<file path="src/rtl/ah_client_dispatch_57_30.sv">
// ah_client_dispatch_57_30: 2-entry FIFO dispatching decoded packets to one of 30 client ports, dropping and counting bad decodes
module ah_client_dispatch_57_30 #(
  parameter int FIELD_W     = 57,
  parameter int NUM_CLIENTS = 30,
  parameter int IDX_W       = 5,
  parameter int ERR_CNT_W   = 16
) (
  input  logic                   clk,
  input  logic                   rst,
  input  logic                   in_valid,
  output logic                   in_ready,
  input  logic [FIELD_W-1:0]     in_pkt_field,
  input  logic [NUM_CLIENTS-1:0] in_dec_sel,
  input  logic                   in_dec_err,
  output logic [NUM_CLIENTS-1:0] out_valid,
  input  logic [NUM_CLIENTS-1:0] out_ready,
  output logic [FIELD_W-1:0]     out_pkt_field,
  output logic [IDX_W-1:0]       out_client_idx,
  output logic                   err_pulse,
  output logic [ERR_CNT_W-1:0]   err_cnt,
  input  logic                   err_cnt_clr
);
  logic [1:0]             count_q, count_d;
  logic                   hd_q, tl;
  logic [FIELD_W-1:0]     fld_q [2];
  logic [NUM_CLIENTS-1:0] sel_q [2];
  logic [IDX_W-1:0]       idx_q [2];
  logic                   err_pulse_q;
  logic [ERR_CNT_W-1:0]   err_cnt_q;
  logic                   good, xfer, push, bad, pop;
  logic [IDX_W-1:0]       enc;
  assign in_ready = count_q != 2'd2 && !rst;
  assign xfer = in_valid && in_ready;
  assign good = !in_dec_err && in_dec_sel != '0 &&
                (in_dec_sel & (in_dec_sel - NUM_CLIENTS'(1))) == '0;
  assign push = xfer && good;
  assign bad = xfer && !good;
  always_comb begin
    enc = '0;
    for (int i = 0; i < NUM_CLIENTS; i++)
      enc = enc | (in_dec_sel[i] ? IDX_W'(i) : '0);
  end
  assign out_valid = count_q != 2'd0 ? sel_q[hd_q] : '0;
  assign out_pkt_field = fld_q[hd_q];
  assign out_client_idx = idx_q[hd_q];
  assign pop = |(out_valid & out_ready);
  // tail slot sits one past the head only when exactly one entry is live
  assign tl = hd_q ^ (count_q == 2'd1);
  assign count_d = count_q + 2'(push) - 2'(pop);
  assign err_pulse = err_pulse_q;
  assign err_cnt = err_cnt_q;
  always_ff @(posedge clk) begin
    if (rst) begin
      count_q     <= '0;
      hd_q        <= 1'b0;
      fld_q       <= '{default: '0};
      sel_q       <= '{default: '0};
      idx_q       <= '{default: '0};
      err_pulse_q <= 1'b0;
      err_cnt_q   <= '0;
    end else begin
      count_q     <= count_d;
      hd_q        <= pop ? ~hd_q : hd_q;
      err_pulse_q <= bad;
      err_cnt_q   <= err_cnt_clr ? ERR_CNT_W'(bad) :
                     (bad && !(&err_cnt_q)) ? err_cnt_q + 1'b1 : err_cnt_q;
      if (push) begin
        fld_q[tl] <= in_pkt_field;
        sel_q[tl] <= in_dec_sel;
        idx_q[tl] <= enc;
      end
    end
  end
endmodule

</file>
<file path="config.mk">
export PLATFORM = sky130hd
export DESIGN_NAME = ah_client_dispatch_57_30
export DESIGN_NICKNAME = d
export VERILOG_FILES = /design/src/rtl/ah_client_dispatch_57_30.sv
export SDC_FILE = /design/constraint.sdc
export NUM_CORES = 1
export LEC_CHECK = 0
export CORE_MARGIN = 3
export CORE_UTILIZATION = 35
export CTS_CLUSTER_DIAMETER = 150
export DETAILED_ROUTE_END_ITERATION = 6
export GPL_TIMING_DRIVEN = 0
export PLACE_DENSITY = 0.7
export SKIP_CTS_REPAIR_TIMING = 1
export SKIP_LAST_GASP = 1
export SLEW_MARGIN = 0
export SYNTH_ARGS = -nofsm -noshare
export SYNTH_HDL_FRONTEND = slang
export SYNTH_SLANG_ARGS = --single-unit
</file>
<file path="constraint.sdc">
create_clock -name clk -period 4.5 [get_ports clk]
set_input_delay 0.9 -clock clk [delete_from_list [all_inputs] [get_ports clk]]
set_output_delay 0.9 -clock clk [all_outputs]
set_load 0.005 [all_outputs]
</file>
==> metrics, run 1 <==
status completed; fin. max-slew vios 0; RR Startpoint hd_q; CTS clock-pin slew for the worst setup and hold paths 60 ps; vias in the first global route 8,135; Worst Path Buf+Inv 2; synth unique cells 51; Worst Tran Pin Value 974.6 ps; Peak VDD IR 225.3 uV; PwrDens 304.8 nW/um^2; clock latency on the worst-skew pair 510 ps; setup TNS 0 ps; CP max-delay cell clkdlybuf4s50_1; synthesized area per cell 9.745 sq um; Syn Std Cell Area 9404 sq um; pin count of the biggest net entering global routing 14; routed vias 8,032; global placer's final weighted congestion 0.8818; Die ar. 28,870 sq um; TritonCTS Buffers 23; number of vias per cell 5.113; gr usage total 18.74%; antenna violations before repair 2; share of cells above drive strength 1 11.00%; H-tree depth 1; Iter 0 DRT Violations 362; worst hold path startpoint idx_q[1]; Mapped Cells 965; grt ovf 0; Critical Path Start Type input port; Hold EP idx_q[1]; Slew HR 35.02%; Post-synth EDFFs 0; Rows 59; CTS tree done; post-route minimum period 4323 ps; Seq cells post-synth 204; drt drc 0; Die H 169.9 um; async set-reset flop share out of synthesis 0%; leakage 5.900 nW; register area 4084 sq um; die width 169.9 um; Final #Nets 1,348; sequential area share after synthesis 43.43%; final setup violation count 0; final hold viol count 0; worst slack at placement -457.3 ps; final worst slack 177.0 ps; first-pass GRT wire length 43,770 um; area of the multi-input gates 5040 sq um; Final Skew 14.67 ps; critical path class in -> reg; Max FO, Critical Path 7; root buffer cell clkbuf_16; Reg2Reg Setup Slack 660 ps; Starting Density 35.88%; CP Capture Type register; # IOs 232; drt pass-1 iters 5; Synth Flop Type dfxtp_1; R2R cell count 13; Longest Clk Path Bufs 3; Layout area overhead 38.15%; # Max-Cap Violations 0; CTS sink count 204; Inserted Diodes 0; DRT Wirelength 28,230 um; crit path cell chain clkdlybuf4s50_1, nor4_4, nor4b_4, nor4b_1, o2111ai_1, nor4_4, and3_2, nand3_1, ha_1, inv_1, ha_1, xor2_1, xnor2_1, nor2_1; Yosys top cell by area dfxtp_1; Worst Hold Depth 2; Worst R2R End count_q[1]; critical path data arrival time 4680 ps; IO Port Bufs 227; fin crit share 96.07%; HP Class reg -> reg; Synth Warn # 0; Yosys top cell area share 43.43%; Top delay family on crit path simple AND/OR/NAND/NOR gates; Req. time, crit path 4860 ps; post-DR wirelength/cell 17.97 um; slowest stage delay, CP 600 ps; Synth area leaders dfxtp_1, mux2i_1, nor2_1, mux2_2, clkbuf_1; DP Wirelength 20,400 um; fillers 2,478; total core area 26,210 sq um; post-route antenna net violation count 0; Max Clk Rate 231.3 MHz; Mapped Nets 1,090
==> worst min-delay path, cell delays in order (launching register included) <==
cell	delay (ps)
dfxtp_1	310
nand3b_1	70
o21ai_1	50
==> registers in the layout (all words and copies together), names as in the netlist <==
| register | count |
|---|---|
| err_cnt | 16 |
| fld_q | 114 |
| idx_q | 10 |
| err_pulse | 1 |
| sel_q | 60 |
| count_q | 2 |
| hd_q | 1 |
==> Yosys cell counts (10+ instances only) <==
cell type,number
clkbuf_1,43
nor3_1,10
a22oi_1,15
mux2i_1,207
mux2_2,62
a21oi_1,12
buf_2,10
buf_6,10
dfxtp_1,204
o31ai_1,10
nand2_1,11
o21ai_1,13
nand3_1,19
nor2_1,228
==> power by group <==
part           internal, mW  switching (mW)  leakage, nW
clock network          1.19           0.730        0.376
logic                 0.119           0.117         3.88
registers              1.81         0.00102         1.64
total                  3.11           0.847         5.90
==> cells in the final DEF (no fill, tap or decap), types with 10 or more instances in the layout <==
| cell | count |
|---|---|
| a21oi_1 | 12 |
| a22oi_1 | 15 |
| buf_2 | 10 |
| buf_6 | 10 |
| clkbuf_1 | 48 |
| clkbuf_16 | 23 |
| clkdlybuf4s50_1 | 226 |
| dfxtp_1 | 204 |
| mux2_2 | 62 |
| mux2i_1 | 207 |
| nand2_1 | 11 |
| nand3_1 | 19 |
| nor2_1 | 228 |
| nor3_1 | 10 |
| o21ai_1 | 13 |
| o31ai_1 | 10 |
==> final cells by class <==
class | count | area share [%]
plain buffers | 66 | 2.610
clock buffers | 33 | 5.105
clock inverters | 5 | 0.7994
inverters | 6 | 0.1734
multi-input cells | 689 | 38.79
flip-flops and latches | 204 | 31.44
well taps | 335 | 3.226
repair buffers | 233 | 17.86
==> per-layer routing <==
metal / global-route usage, % / vias up / wire length [um]
met5: 0 / - / 27
met4: 4.586 / 4 / 497
met3: 5.482 / 34 / 2223
met2: 31.33 / 244 / 13070
met1: 23.90 / 3821 / 12410
li1: - / 3929 / -
==> how the worst max path moves through the flow <==
stage	slack [ps]	cells after the start	start	endpoint
detailed placement	-460	14	in_dec_sel[4]	count_q[1]
CTS	20	14	in_dec_sel[4]	count_q[1]
floorplan	700	14	in_dec_sel[9]	count_q[1]
global route	-20	15	in_dec_sel[5]	count_q[1]
finish	180	14	in_dec_sel[12]	count_q[1]
global placement	-460	14	in_dec_sel[4]	count_q[1]
==> stage by stage <==
stage	area [sq um]	hold slack (ps)	power [mW]	util, %	cells
final	12990	477.8	3.960	49.57	1571
after global routing	12990	495.9	4.095	49.57	1571
after floorplan	9404	450.0	1.907	-	965
after CTS	12860	479.7	4.000	49.08	1565
after global placement	12100	461.1	2.073	46.15	1527
after detailed placement	12100	468.3	2.074	46.15	1527
==> cell families after synthesis <==
family,synth area share (%)
AO/OA/AOI/OAI,6.240
XOR/XNOR,0.6520
adder cells (fa/ha/maj),0.6121
buffers and inverters,3.845
flip-flops,43.43
multiplexers,29.46
AND/OR/NAND/NOR,15.77
Note: power is estimated with default switching activity, not from simulation.
==> run 2: changes to the inputs <==
--- a/config.mk
+++ b/config.mk
@@ -10,7 +10,7 @@
 export CTS_CLUSTER_DIAMETER = 150
 export DETAILED_ROUTE_END_ITERATION = 6
 export GPL_TIMING_DRIVEN = 0
-export PLACE_DENSITY = 0.7
+export PLACE_DENSITY = 0.72
 export SKIP_CTS_REPAIR_TIMING = 1
 export SKIP_LAST_GASP = 1
 export SLEW_MARGIN = 0
==> constraint.sdc (replaced) <==
create_clock -name clk -period 3.9 [get_ports clk]
set_input_delay 0.78 -clock clk [delete_from_list [all_inputs] [get_ports clk]]
set_output_delay 0.78 -clock clk [all_outputs]
set_load 0.005 [all_outputs]
==> run 2 against run 1 <==
  * The flow now finishes with violations (setup timing)
  * Largest cell class unchanged
  * Sequential power up 15%
  * First-iteration DRC count up 7.5%
  * Sequential share of layout area about the same
  * Sequential cell count unchanged
  * Power up 12%
  * Clock power up 7%
  * Clock skew down 2.4 ps
  * Hold slack better by 2.8 ps
  * Non-clock buffer count up 4
  * Worst setup slack worse by 220 ps
  * Register-to-register slack worse by 530 ps
  * Cell area about the same
==> metrics, run 2 (synthesis gave the netlist of run 1 again) <==
# Max-Cap Violations 0; Inserted Diodes 0; post-layout util 49.55%; vias in the first global route 7,996; critical path data arrival time 4300 ps; post-DR wirelength/cell 17.79 um; share of cells above drive strength 1 11.44%; worst slack at placement -909.1 ps; Longest Clk Path Bufs 3; Rows 59; Hold Slack 480.7 ps; max reg flops 114; Slew HR 38.60%; Iter 0 DRT Violations 389; Reg2Reg Setup Slack 130 ps; fin crit share 101.0%; global placer's final weighted congestion 0.8898; CTS sink count 204; post-route antenna net violation count 0; antenna violations before repair 2; Final Skew 12.30 ps; leakage 5.946 nW; DRT Wirelength 28,040 um; pin count of the biggest net entering global routing 14; Peak VDD IR 213.6 uV; failing checks setup timing; commonest non-fill, non-tap cell in the layout nor2_1; final worst slack -40.10 ps; Worst R2R End count_q[1]; Die H 169.9 um; die width 169.9 um; Worst Tran Pin Value 921.0 ps; DP Wirelength 20,300 um; clock latency on the worst-skew pair 490 ps; Max Clk Rate 253.8 MHz; R2R cell count 13; Die ar. 28,870 sq um; TritonCTS Buffers 23; final setup violation count 1; Req. time, crit path 4260 ps; # IOs 232; Max FO, Critical Path 7; Layout area overhead 38.09%; Starting Density 35.88%; number of vias per cell 5.134; HP Class reg -> reg; Hold EP idx_q[1]; first-pass GRT wire length 43,050 um; worst hold path startpoint idx_q[1]; H-tree depth 1; fin. max-slew vios 0; CP Capture Type register; most frequent cells in the layout nor2_1, clkdlybuf4s50_1, mux2i_1, dfxtp_1, mux2_2; Final #Nets 1,352; routed vias 8,091; drt drc 0; status complete, but fails checks; Biggest register fld_q; CTS clock-pin slew for the worst setup and hold paths 60 ps; Worst Hold Depth 2; grt ovf 0; final hold viol count 0; CTS tree done; gr usage total 18.30%; total core area 26,210 sq um; post-route minimum period 3940 ps; IO Port Bufs 227; PwrDens 340.1 nW/um^2; critical path class in -> reg; Critical Path Start Type input port; drt pass-1 iters 4; RSZ-0062 raised after global routing yes; RR Startpoint hd_q; root buffer cell clkbuf_16; fillers 2,445
## run 2: worst max-delay path by stage
stage / startpoint / to / slack [ps] / depth (start not counted)
floorplan: in_dec_sel[9] / count_q[1] / 220 / 14
finish: in_dec_sel[6] / count_q[1] / -40 / 16
detailed placement: in_dec_sel[4] / count_q[1] / -910 / 14
global route: in_dec_sel[10] / count_q[1] / -230 / 16
CTS: in_dec_sel[4] / count_q[1] / -410 / 14
global placement: in_dec_sel[4] / count_q[1] / -920 / 14
## run 2: report_power, final
part | internal [mW] | switching (mW) | leakage (nW)
logic | 0.137 | 0.134 | 3.95
registers | 2.08 | 0.00117 | 1.64
clock network | 1.21 | 0.848 | 0.348
## run 2: layout make-up
cell class	count	area, sq um	share of cell area [%]
inverter	6	22.52	0.1734
sequential	204	4084	31.45
tap	335	419.2	3.228
clock inverter	7	72.57	0.5588
buffer	64	332.8	2.563
clock buffer	32	639.4	4.923
timing repair buffer	239	2377	18.31
multi-input combinational	689	5039	38.80
## run 2: worst max-delay path, cell delays in order
cell             delay [ps]
clkdlybuf4s50_1         580
nor4_4                  380
buf_4                   200
nand3_1                 110
nor4b_1                 340
o2111ai_1               210
nor4_4                  230
buf_4                   190
and3_1                  260
nand3_1                 130
ha_1                    310
inv_1                    50
ha_1                    140
xor2_1                  180
xnor2_1                 140
nor2_1                   50
## run 2: routing by layer
metal / part of all wire (%) / global-route usage (%) / vias to the layer above
met2: 47 / 30.95 / 255
met5: 0.082 / 0 / -
met1: 44 / 23.84 / 3861
li1: - / - / 3929
met3: 7.1 / 4.390 / 42
met4: 1.7 / 4.056 / 4
## run 2: per-stage QoR
stage | cell area [sq um] | TNS [ps] | cells | power, mW
after CTS | 12810 | -16670 | 1566 | 4.471
after detailed placement | 12100 | -109580 | 1527 | 2.390
after global placement | 12100 | -110330 | 1527 | 2.390
after global routing | 12990 | -251.4 | 1576 | 4.570
after floorplan | 9404 | 0 | 965 | 2.201
final | 12990 | -40.10 | 1576 | 4.416
